`config.mk`:
```
export PLATFORM = sky130hd
export DESIGN_NAME = sr_bank_ctrl
export DESIGN_NICKNAME = d
export VERILOG_FILES = /design/src/rtl/sr_ctrl_pkg.sv /design/src/rtl/rr_arb2.sv /design/src/rtl/sr_bank_ctrl.sv
export SDC_FILE = /design/constraint.sdc
export NUM_CORES = 1
export LEC_CHECK = 0
export ABC_AREA = 1
export CAP_MARGIN = 15
export CELL_PAD_IN_SITES_DETAIL_PLACEMENT = 1
export CELL_PAD_IN_SITES_GLOBAL_PLACEMENT = 1
export CORE_UTILIZATION = 25
export DETAILED_ROUTE_END_ITERATION = 10
export PLACE_DENSITY_LB_ADDON = 0.15
export SLEW_MARGIN = 30
export SYNTH_ARGS = -nofsm -noshare
export SYNTH_HDL_FRONTEND = slang
export SYNTH_SLANG_ARGS = --single-unit
```
`constraint.sdc`:
```
create_clock -name clk -period 1.3 [get_ports clk]
set_clock_uncertainty 0.15 [all_clocks]
set_input_delay 0.26 -clock clk [delete_from_list [all_inputs] [get_ports clk]]
set_output_delay 0.26 -clock clk [all_outputs]
set_load 0.01 [all_outputs]
```
`src/rtl/sr_ctrl_pkg.sv`:
```
// Shared types and defaults for the SR bank write controller and its arbiter.
package sr_ctrl_pkg;

  localparam int DEF_WIDTH       = 8;
  localparam int DEF_HOLD_CYCLES = 1;
  localparam int DEF_MAX_RETRY   = 2;

  typedef enum logic [1:0] {
    ST_IDLE   = 2'd0,
    ST_DRIVE  = 2'd1,
    ST_VERIFY = 2'd2,
    ST_ACK    = 2'd3
  } state_t;

  typedef logic req_id_t;

endpackage

```
`src/rtl/rr_arb2.sv`:
```
// Two-input round-robin arbiter; the pointer names the requester that wins a tie.
module rr_arb2
  import sr_ctrl_pkg::*;
(
  input  logic    req0,
  input  logic    req1,
  input  req_id_t ptr,
  input  logic    adv,
  output logic    gnt,
  output req_id_t gnt_id,
  output req_id_t ptr_nxt
);

  always_comb begin
    gnt = req0 | req1;
    if (req0 && req1) begin
      gnt_id = ptr;
    end else begin
      gnt_id = req1;
    end
    // After a grant the loser gets priority on the next tie.
    ptr_nxt = (adv && gnt) ? ~gnt_id : ptr;
  end

endmodule

```
`src/rtl/sr_bank_ctrl.sv`:
```
// Write controller for an SR flip-flop bank: arbitrates two requesters and drives S=D/R=~D pulses.
// Define SR_VERIFY_EN to build in the Q readback check with bounded retries and the err flag.
module sr_bank_ctrl
  import sr_ctrl_pkg::*;
#(
  parameter int WIDTH       = DEF_WIDTH,
  parameter int HOLD_CYCLES = DEF_HOLD_CYCLES,
  parameter int MAX_RETRY   = DEF_MAX_RETRY
) (
  input  logic             clk,
  input  logic             rst,
  input  logic             req0,
  input  logic [WIDTH-1:0] data0,
  output logic             ack0,
  input  logic             req1,
  input  logic [WIDTH-1:0] data1,
  output logic             ack1,
  output logic [WIDTH-1:0] sr_s,
  output logic [WIDTH-1:0] sr_r,
  input  logic [WIDTH-1:0] sr_q,
  output logic             busy,
  output logic             grant_id,
  output logic             err
);

  localparam int HW = (HOLD_CYCLES > 1) ? $clog2(HOLD_CYCLES) : 1;
  localparam logic [HW-1:0] HOLD_LAST = HW'(HOLD_CYCLES - 1);

  state_t           state_q, state_d;
  logic [WIDTH-1:0] word_q, word_d;
  logic [HW-1:0]    hold_q, hold_d;
  req_id_t          gid_q, gid_d;
  req_id_t          ptr_q, ptr_d;
  logic [WIDTH-1:0] sr_s_q, sr_s_d, sr_r_q, sr_r_d;
  logic             ack0_q, ack0_d, ack1_q, ack1_d;
  logic             busy_q, busy_d;
  logic             adv, finish;
  logic             arb_gnt;
  req_id_t          arb_id;

`ifdef SR_VERIFY_EN
  localparam int RW = (MAX_RETRY > 0) ? $clog2(MAX_RETRY + 1) : 1;
  localparam logic [RW-1:0] RETRY_MAX = RW'(MAX_RETRY);
  logic [RW-1:0] retry_q, retry_d;
  logic          err_q, err_d;
`else
  logic unused_sr_q;
  assign unused_sr_q = ^sr_q ^ (MAX_RETRY > 0);
`endif

  rr_arb2 u_arb (
    .req0   (req0),
    .req1   (req1),
    .ptr    (ptr_q),
    .adv    (adv),
    .gnt    (arb_gnt),
    .gnt_id (arb_id),
    .ptr_nxt(ptr_d)
  );

  always_comb begin
    state_d = state_q;
    word_d  = word_q;
    hold_d  = hold_q;
    gid_d   = gid_q;
    adv     = 1'b0;
    finish  = 1'b0;
    sr_s_d  = '0;
    sr_r_d  = '0;
    ack0_d  = 1'b0;
    ack1_d  = 1'b0;
`ifdef SR_VERIFY_EN
    retry_d = retry_q;
    err_d   = 1'b0;
`endif
    unique case (state_q)
      ST_IDLE: begin
        if (arb_gnt) begin
          adv     = 1'b1;
          gid_d   = arb_id;
          word_d  = arb_id ? data1 : data0;
          hold_d  = '0;
          state_d = ST_DRIVE;
          sr_s_d  = word_d;
          sr_r_d  = ~word_d;
        end
      end
      ST_DRIVE: begin
        if (hold_q == HOLD_LAST) begin
`ifdef SR_VERIFY_EN
          state_d = ST_VERIFY;
`else
          finish  = 1'b1;
`endif
        end else begin
          hold_d = hold_q + 1'b1;
          sr_s_d = word_q;
          sr_r_d = ~word_q;
        end
      end
`ifdef SR_VERIFY_EN
      ST_VERIFY: begin
        if (sr_q == word_q) begin
          finish = 1'b1;
        end else if (retry_q != RETRY_MAX) begin
          retry_d = retry_q + 1'b1;
          hold_d  = '0;
          state_d = ST_DRIVE;
          sr_s_d  = word_q;
          sr_r_d  = ~word_q;
        end else begin
          finish = 1'b1;
          err_d  = 1'b1;
        end
      end
`endif
      ST_ACK: begin
        state_d = ST_IDLE;
`ifdef SR_VERIFY_EN
        retry_d = '0;
`endif
      end
      default: state_d = ST_IDLE;
    endcase
    // Ack is decided one cycle ahead so it leaves a flop like every other output.
    if (finish) begin
      state_d = ST_ACK;
      ack0_d  = (gid_q == 1'b0);
      ack1_d  = gid_q;
    end
    busy_d = (state_d != ST_IDLE);
  end

  always_ff @(posedge clk) begin
    if (rst) begin
      state_q <= ST_IDLE;
      word_q  <= '0;
      hold_q  <= '0;
      gid_q   <= 1'b0;
      ptr_q   <= 1'b0;
      sr_s_q  <= '0;
      sr_r_q  <= '0;
      ack0_q  <= 1'b0;
      ack1_q  <= 1'b0;
      busy_q  <= 1'b0;
`ifdef SR_VERIFY_EN
      retry_q <= '0;
      err_q   <= 1'b0;
`endif
    end else begin
      state_q <= state_d;
      word_q  <= word_d;
      hold_q  <= hold_d;
      gid_q   <= gid_d;
      ptr_q   <= ptr_d;
      sr_s_q  <= sr_s_d;
      sr_r_q  <= sr_r_d;
      ack0_q  <= ack0_d;
      ack1_q  <= ack1_d;
      busy_q  <= busy_d;
`ifdef SR_VERIFY_EN
      retry_q <= retry_d;
      err_q   <= err_d;
`endif
    end
  end

  assign sr_s     = sr_s_q;
  assign sr_r     = sr_r_q;
  assign ack0     = ack0_q;
  assign ack1     = ack1_q;
  assign busy     = busy_q;
  assign grant_id = gid_q;
`ifdef SR_VERIFY_EN
  assign err = err_q;
`else
  assign err = 1'b0;
`endif

endmodule

```
==> run metrics <==
Vias/cell 4.10; Yosys cell types 14; crit path kind flop to output pin; crit path max fanout 1; initial core utilization 0.259; top cells by count, synth 59 x nand2_1, 23 x dfxtp_1, 22 x inv_1, 22 x nor2_1, 3 x buf_4; post-synthesis area per instance 6.82 um^2; sw frac 0.281; part of the power in the clock network 0.274; hold-fix buffers at CTS 0; die width 63.6 um; Synth top area share 0.485; Setup WS pre-CTS -0.370 ns; Leak 0.804 nW; Post-synth EDFFs 0; Final Critical Period 1.25 ns; dpl hpwl 1970 um; MaxCap Viol Count 0; cell count after synthesis 139; TritonCTS clock tree built; Area growth, synth to finish 55.4%; CP max-delay cell dfxtp_1; total grt overflow 0; # DRC 0; DR WL/cell 10.9 um; gr busiest metal met2; type of origin of the critical path flop; met2 usage 0.281; Final GP Congestion 0.696; Buffers on Ports 39; post-route cell area 1470 um^2; CP max stage delay 0.31 ns; RSZ-0062 raised after global routing no; fraction of layout cells with a size suffix above 1 0.0978; vias 952; CP top delay family flip-flops; most common cell in the synthesized netlist nand2_1; Die ar. 4040 um^2; Synth Flop Type dfxtp_1; Tcrit/Tclk final 0.962; Logic pwr share 0.241; Die Ht 63.6 um; Final nets 213; post-synthesis net count 167; setup bufs post-CTS 0; DRT Pass-1 Iters 4; H-tree Lvls 1; latest clock arrival within the worst-skew pair 0.26 ns; M3 GR Usage 0.0308; largest net degree at the start of global routing 17; sequential area share after synthesis 0.485; asr flop ratio synth 0; Synth area leaders dfxtp_1 49%, nand2_1 23%, inv_1 8.7%, nor2_1 8.7%, buf_4 2.4%; net switching power 0.000454 W; initial antenna violation count 0; First DRT Iteration DRCs 18; CP required 0.89 ns; worst setup margin 0.0491 ns; final hold slack 0.353 ns; Fill cells 480; Clock Tree Buf Depth 2; GRT Total Usage 0.134; Ys Warns 0; Post-DRT Antenna Nets 0; power per cell area 1100 nW/um^2; cell taking the most area after synthesis dfxtp_1; GR Util met1 0.126; Inserted Clock Buffers 3; internal cell power 0.00116 W; Pins Over Slew Limit 0; Sequential Power Share 0.485; first-pass GRT wire length 4190 um; ANT cells 0; status finished, final reports clean; final setup vio count 0; flops & latches, synth 23; Cell Area, Synth 948 um^2; worst path arrival time 0.84 ns; Final Hold Vio Count 0; worst path bufs/invs 1; Min-Delay Path Class flop to flop; Core Area 3660 um^2; CTS root buf clkbuf_8; Placement Cell Area 1430 um^2; Worst VDD drop 0.000326 V; final WL 2530 um; # rows 22; CTS Sinks 23; Ports 49; Worst-path clk slew 0.08 ns; max frequency 0.799 GHz; Critical Path Sink Type output pin; number of global-route vias before repair 996; critical path cell sequence dlygate4sd2_1
==> flip-flops by register name (all words and copies together) (netlist names) <==
register	count
sr_r	8
ptr_q	1
state_q	2
ack1	1
grant_id	1
busy	1
sr_s	8
ack0	1
==> cell families after synthesis <==
group,after synthesis,synth area share
compound gates,2,0.0224
buf+inv,28,0.131
other cells,1,0.00395
flops,23,0.485
simple gates,85,0.358
==> through the flow <==
stage          power [W]  setup TNS, ns  cells   util
3_3_place_gp     0.00120          -5.21    227  0.390
6_report         0.00162              0    232  0.403
3_5_place_dp     0.00121          -6.33    227  0.390
2_1_floorplan   0.000990              0    139      -
4_1_cts          0.00165              0    232  0.401
5_1_grt          0.00172              0    232  0.403
==> layout make-up <==
| cell class | count | area [um^2] | area share |
|---|---|---|---|
| timing repair buffer | 44 | 433 | 0.294 |
| sequential | 23 | 460 | 0.312 |
| inverter | 24 | 90.1 | 0.0611 |
| multi-input combinational | 89 | 384 | 0.261 |
| tap | 48 | 60.1 | 0.0407 |
| clock buffer | 3 | 41.3 | 0.0280 |
| clock inverter | 1 | 5.00 | 0.00340 |
==> placed cells by master (no fill, tap or decap) <==
cell type         n
a21oi_1           1
nand2_8           1
clkinv_2          1
inv_1            22
clkdlybuf4s50_1  17
conb_1            1
nand2_1          59
clkbuf_8          3
a21oi_4           1
dlygate4sd2_1    12
nand2_2           1
nor2_4            1
dfxtp_1          23
nor2_1           22
nor2_2            1
buf_12            2
clkdlybuf4s15_1   9
clkbuf_2          1
buf_4             3
nand2_4           1
inv_2             2
==> final timing paths <==
path,cells after the start,endpoint,slack (ns),startpoint
worst max-delay path,1,sr_s[7],0.05,sr_s[7]$_SDFF_PP0_
worst min-delay path,2,ptr_q$_SDFFE_PP0P_,0.35,ptr_q$_SDFFE_PP0P_
worst min register to register,2,ptr_q$_SDFFE_PP0P_,0.35,ptr_q$_SDFFE_PP0P_
worst max register to register,6,grant_id$_SDFFE_PP0P_,0.12,state_q[1]$_SDFF_PP0_
==> power by group through the flow <==
stage          registers (W)  logic, W  clock network (W)
6_report            0.000783  0.000390           0.000443
5_1_grt             0.000792  0.000429           0.000495
4_1_cts             0.000785  0.000398           0.000469
3_5_place_dp        0.000803  0.000411                  0
3_3_place_gp        0.000800  0.000400                  0
2_1_floorplan       0.000824  0.000166                  0
==> timing repair <==
action,4_1_cts,5_1_grt
endpoints found under the setup margin,36,10
resized for setup,25,9
pin swaps,3,1
cloned,1,0
==> layer usage <==
layer	routed length, um	up-vias
li1	-	480
met1	949	453
met2	1490	17
met3	78	2
met4	12	0
met5	0	-
Power figures use the tool's default switching activity.
